**src/rtl/branch_redirect_fifo.sv**
```systemverilog
// branch_redirect_fifo: FWFT queue of branch redirects (thread id + target PC) feeding the PC-select stage; optional BRANCH_FIFO_COALESCE_EN merges pushes into a pending entry of the same thread
`ifndef XLEN
`define XLEN 32
`endif
module branch_redirect_fifo #(
  parameter int DEPTH = 8,
  parameter int TID_W = 3,
  parameter int PC_W  = `XLEN
) (
  input  logic                     clk,
  input  logic                     rst,
  input  logic                     push_valid_i,
  input  logic [TID_W-1:0]         push_thread_id_i,
  input  logic [PC_W-1:0]          push_pc_i,
  input  logic                     br_ack_i,
  output logic [PC_W-1:0]          br_pc_o,
  output logic [TID_W-1:0]         br_thread_id_o,
  output logic                     branch_fifo_empty_o,
  output logic                     full_o,
  output logic [$clog2(DEPTH):0]   count_o,
  output logic                     overflow_o,
  output logic                     underflow_o
);
  localparam int PW = $clog2(DEPTH);
  localparam int CW = PW + 1;
  logic [PC_W-1:0]  mem_pc  [DEPTH];
  logic [TID_W-1:0] mem_tid [DEPTH];
  logic [PW-1:0]    rd_ptr, wr_ptr, hit_idx, wsel;
  logic [CW-1:0]    count;
  logic             empty, full, pop, hit, alloc;
  assign empty = count == '0;
  assign full  = count == CW'(DEPTH);
  assign pop   = br_ack_i && !empty;
  assign alloc = push_valid_i && !hit && (!full || br_ack_i);
  assign wsel  = hit ? hit_idx : wr_ptr;
`ifdef BRANCH_FIFO_COALESCE_EN
  logic [PW-1:0] off [DEPTH];
  // find the pending entry of the pushing thread, ignoring a head that retires this cycle
  always_comb begin
    hit = 1'b0;
    hit_idx = '0;
    for (int i = 0; i < DEPTH; i++) begin
      off[i] = PW'(i) - rd_ptr;
      if (push_valid_i && {1'b0, off[i]} < count && mem_tid[i] == push_thread_id_i && !(pop && off[i] == '0)) begin
        hit = 1'b1;
        hit_idx = PW'(i);
      end
    end
  end
`else
  assign hit     = 1'b0;
  assign hit_idx = '0;
`endif
  assign branch_fifo_empty_o = empty;
  assign full_o              = full;
  assign count_o             = count;
  assign br_pc_o             = empty ? '0 : mem_pc[rd_ptr];
  assign br_thread_id_o      = empty ? '0 : mem_tid[rd_ptr];
  // storage, pointers, occupancy and sticky error flags
  always_ff @(posedge clk or negedge rst) begin
    if (!rst) begin
      for (int i = 0; i < DEPTH; i++) begin
        mem_pc[i]  <= '0;
        mem_tid[i] <= '0;
      end
      rd_ptr      <= '0;
      wr_ptr      <= '0;
      count       <= '0;
      overflow_o  <= 1'b0;
      underflow_o <= 1'b0;
    end else begin
      if (alloc || hit) begin
        mem_pc[wsel]  <= push_pc_i;
        mem_tid[wsel] <= push_thread_id_i;
      end
      if (alloc) wr_ptr <= wr_ptr + 1'b1;
      if (pop) rd_ptr <= rd_ptr + 1'b1;
      count       <= count + CW'(alloc) - CW'(pop);
      overflow_o  <= overflow_o | (push_valid_i && !hit && full && !br_ack_i);
      underflow_o <= underflow_o | (br_ack_i && empty);
    end
  end
endmodule

```
**config.mk**
```make
export PLATFORM = sky130hd
export DESIGN_NAME = branch_redirect_fifo
export DESIGN_NICKNAME = d
export VERILOG_FILES = /design/src/rtl/branch_redirect_fifo.sv
export SDC_FILE = /design/constraint.sdc
export NUM_CORES = 1
export LEC_CHECK = 0
export CORE_MARGIN = 10
export CORE_UTILIZATION = 54
export DETAILED_ROUTE_END_ITERATION = 12
export PLACE_DENSITY = 0.76
export SLEW_MARGIN = 20
export SYNTH_ARGS = -nofsm -noshare
export SYNTH_HDL_FRONTEND = slang
export SYNTH_SLANG_ARGS = --single-unit
```
**constraint.sdc**
```tcl
create_clock -name clk -period 2.23 [get_ports clk]
set_input_delay 0.223 -clock clk [delete_from_list [all_inputs] [get_ports clk]]
set_output_delay 0.223 -clock clk [all_outputs]
set_load 0.005 [all_outputs]
```
Word-level counts from Yosys, hierarchy flattened
Cells that the tools add are included.
Operators by class
  $add $sub $neg: 4
  equal/unequal tests: 1
  muxes and demuxes: 14
  bitwise logic cells: 4
  order comparisons: 3
  reductions and logical operators: 11
Operators with widths (number)
  $bwmux 256: 1
  $mux 32: 4
  $bmux 32 s3: 1
  $demux 32 s3: 1
  $bwmux 24: 1
  $mux 3: 4
  $bmux 3 s3: 1
  $demux 3 s3: 1
  $ge 4x4->1 const B: 2
  $not 3->4: 2
  $add 3x1->3 const B: 2
  $logic_and 1x1->1: 6
  $add 4x1->4: 1
  $eq 4x4->1 const B: 1
  $logic_not 4->1: 1
  $lt 4x1->1 const B: 1
  $sub 4x1->4: 1
  $logic_not 1->1: 3
  $or 1x1->1: 2
  $logic_or 1x1->1: 1
Word-level totals
  bits of input ports: 39
  output and inout bits: 43
  register bits after elaboration: 292

Longest topological paths before layout
  word-level depth: 6
  depth in mapped cells: 10
  depth with buffers taken out: 10

Worst setup path before layout
No wires, ideal clock.
  path type: flip-flop to flip-flop
  start point: reg count[2], in the netlist count_o[2]
  end point: reg count[2], in the netlist count_o[2]
  stages on the path, launching flop included: 11
  data required time: 2.107 ns
  buffers on the path: 0
  arrival: 2.355 ns
  library setup time: 0.123 ns
  path slack: -0.247 ns
  cell sequence: dfrtp_1 > inv_1 > ha_1 > or4b_2 > nand2_1 > ha_1 > inv_1 > ha_1 > inv_1 > fa_1 > xnor2_1
Between the ends
  word-level cells in the longest chain between the ends: 6
  elaborated cells on any way between the ends: 9
Ends and longest elaborated chain
  start: declaration: RTL line 29  | logic [CW-1:0] count;
  start signal: assignment: RTL line 78  | count <= count + CW'(alloc) - CW'(pop);
  $eq 4x4->1: RTL line 32  | assign full = count == CW'(DEPTH);
  $logic_not 1->1: RTL line 34  | assign alloc = push_valid_i && !hit && (!full || br_ack_i);
  $logic_or 1x1->1: RTL line 34
  $logic_and 1x1->1: RTL line 34
  $add 4x1->4: RTL line 78
  $sub 4x1->4 *: RTL line 78
Mark *: on every way between the ends. The rest lies on a longest branch, timed or not.
A chain may end at the register's enable or synchronous reset.

Worst setup path after layout
  start point: reg count[2], in the netlist count_o[2]
  end point: out br_thread_id_o[2]
Between the ends
  word-level cells in the longest chain between the ends: 2
Ends and longest elaborated chain
  $logic_not 4->1: RTL line 31  | assign empty = count == '0;
  $mux 3: RTL line 58  | assign br_thread_id_o = empty ? '0 : mem_tid[rd_ptr];
  end: declaration: RTL line 17  | output logic [TID_W-1:0] br_thread_id_o,
No other way between the ends.

==> flow_metrics.py <==
metrics = {
    "outcome": {
        "status": "finished with violations",
        "failed_checks": "negative setup slack",
    },
    "grt": {
        "grt.overflow.total": 0,
        "grt_pass1_wl_um": 52000,
        "grt_pass1_vias": 8782,
        "antenna_found_initial": 1,
        "grt.total_usage": 0.201,
        "grt_max_degree": 66,
    },
    "worst_setup_path": {
        "cp-end-kind": "output port",
        "crit_chain": "inv_2, ha_2, nor3b_4, nor2b_4, buf_6, buf_12, buf_12, a22o_4, buf_6",
        "crit_slowest_cell": "dfrtp_1",
        "crit_start": "count_o[2]",
        "cp_top_family": "buffers and inverters",
        "cp-start-kind": "flip-flop",
        "path_class": "flip-flop to output port",
        "worstPathRequired_ns": 2.01,
        "r2r-start": "count_o[2]",
        "critPathArrivalTime_ns": 2.33,
        "path_buf_inv": 5,
        "cp_max_fo": 8,
        "slowest_delay_ns": 0.39,
    },
    "logic_synthesis": {
        "synth.top_cell.area_share": 0.530,
        "avgSynthCellArea_um2": 17.7,
        "netlist_instances": 780,
        "syn_nets": 828,
        "ys_warn_count": 0,
        "synth-seq-area-share": 0.530,
        "synth_cell_types": 30,
        "synth.largest_area_cell": "dfrtp_1",
        "ys_async_sr_fraction": 1.00,
        "netlist_top_cells_area": "dfrtp_1 (53%), mux2_4 (13%), mux2_2 (13%), mux4_2 (11%), a22o_1 (2.2%)",
        "ys.flop_type": "dfrtp_1",
        "synth.cell_area_mm2": 0.0138,
        "yosys-top-cells-count": "dfrtp_1 (292), mux2_2 (153), mux2_4 (120), mux4_2 (70), a22o_1 (35)",
        "yosysMostFrequentCell": "dfrtp_1",
        "synth_edf_count": 0,
        "yosys_register_bits": 292,
    },
    "route": {
        "first_pass_iters": 5,
        "drc": 0,
        "vias_per_cell": 6.05,
        "routedWlPerCell_um": 28.0,
        "drtIter0Drc": 631,
        "wirelength_um": 36800,
        "antenna_left": 0,
        "vias": 7939,
    },
    "flow_run": {
        "drv_cap": 0,
    },
    "timing": {
        "rsz0062_at_grt": "true",
        "finalHoldViolations": 0,
        "drv_slew": 0,
        "min_period_ns": 2.55,
        "relSlewSlack": 0.661,
        "tightest_slew_ns": 0.508,
        "layout_setup_ws_ns": -0.322,
        "setup_viol": 246,
        "hold_slack_ns": 0.216,
        "setup-tns-final_ns": -29.48,
        "worst_clock_skew_ns": 0.0212,
        "period_share": 1.14,
        "max_freq_ghz": 0.392,
    },
    "layout": {
        "fillers": 1543,
        "postLayoutCoreUtil": 0.703,
        "drive_gt1_frac": 0.599,
        "fin_nets": 1011,
        "syn2layout_area_growth_pct": 28.1,
        "final_area_mm2": 0.0176,
        "n_antenna_cell": 0,
    },
    "power_and_ir_drop": {
        "p_leak_nw": 8.15,
        "ir_worst_vdd_mv": 1.10,
        "pwr_density_cell_mw_per_mm2": 1690,
    },
    "floorplanning": {
        "die_h_um": 180,
        "ios": 82,
        "start_util": 0.549,
        "coreArea_mm2": 0.0251,
        "fp.dieW_um": 180,
        "rows": 58,
        "dieArea_mm2": 0.0323,
    },
    "clocking": {
        "clock_latency_ns": 0.52,
        "ctsHtreeMaxLevel": 2,
        "root_buffer": "clkbuf_16",
        "clk_pin_slew_ns": 0.06,
        "clock_path_buffers": 3,
        "cts_buffers": 34,
        "cts_tree": "done",
        "cts.sinks": 292,
    },
    "place": {
        "pre_cts_ws_ns": -0.161,
        "place.detailed.hpwl_um": 18900,
        "postPlaceCellArea_mm2": 0.0153,
        "routabilityCongestion": 0.782,
        "numPortBuffers": 81,
    },
    "worst_hold_path": {
        "hold_class": "input port to asynchronous set/reset pin",
    },
}
layout make-up:
cell class	instances	area [µm²]	area share
flip-flops and latches	292	7320	0.415
multi-input cells	427	6440	0.365
repair buffers	200	2390	0.136
clock buffers	47	971	0.0550
well taps	330	413	0.0234
clock inverters	9	80.1	0.00454
inverters	8	30.0	0.00170
final timing paths:
path	to	slack [ns]	depth (start not counted)
max	br_thread_id_o[2]	-0.32	9
min	mem_pc[239]	0.22	2
max reg2reg	count_o[1]	-0.21	12
min reg2reg	mem_pc[76]	0.50	1
max in group asynchronous	mem_pc[123]	1.16	3
min in group clk	mem_pc[76]	0.50	1
routing by layer:
metal | vias up | global-route usage | wire (µm)
li1 | 3307 | - | -
met1 | 4302 | 0.267 | 15300
met2 | 251 | 0.330 | 18600
met3 | 79 | 0.0339 | 1840
met4 | 0 | 0.0645 | 986
met5 | - | 0 | 0
power breakdown:
part / switching (mW) / internal (mW)
Combinational: 5.31 / 9.39
Clock: 2.17 / 3.15
Sequential: 1.71 / 8.04
state kept, by name (all words and copies together), names as in the netlist:
register and flops:
underflow_o 1, rd_ptr 3, count_o 4, mem_tid 24, wr_ptr 3, overflow_o 1
mem_pc 256
logic make-up after synthesis:
family                     synth area share
AOI/OAI and AO/OA                    0.0243
xor gates and xnor gates            0.00381
adders and majority gates           0.00872
buffers and inverters                0.0401
DFF                                   0.530
muxes                                 0.378
and+or+nand+nor                      0.0151
timing repair:
item / in CTS / in global routing
cloned: 7 / 13
setup buffers: 38 / 19
gates resized for setup: 192 / 135
hold endpoints to repair: 42 / 0
pin swaps: 32 / 35
endpoints found under the setup margin: 40 / 146
hold buffers: 1 / 0
cells in the final DEF (no fill, tap or decap), types with 4 or more instances in the layout:
cell	instances
mux2_1	4
mux4_2	70
buf_12	34
dfrtp_1	289
a22o_4	6
mux2_4	214
buf_16	5
clkdlybuf4s50_1	43
buf_4	39
ha_4	4
buf_6	32
buf_2	29
a22o_1	29
clkbuf_8	5
clkbuf_16	44
xnor2_1	4
buf_8	6
clkbuf_1	7
inv_2	5
mux2_2	64
clkinv_2	5
stage by stage:
stage | power [mW] | cells
5_1_grt | 31.1 | 1313
2_1_floorplan | 17.4 | 780
3_3_place_gp | 21.3 | 1190
4_1_cts | 28.5 | 1290
3_5_place_dp | 21.9 | 1190
6_report | 29.8 | 1313
No activity file was read; power rests on OpenSTA's default activity.
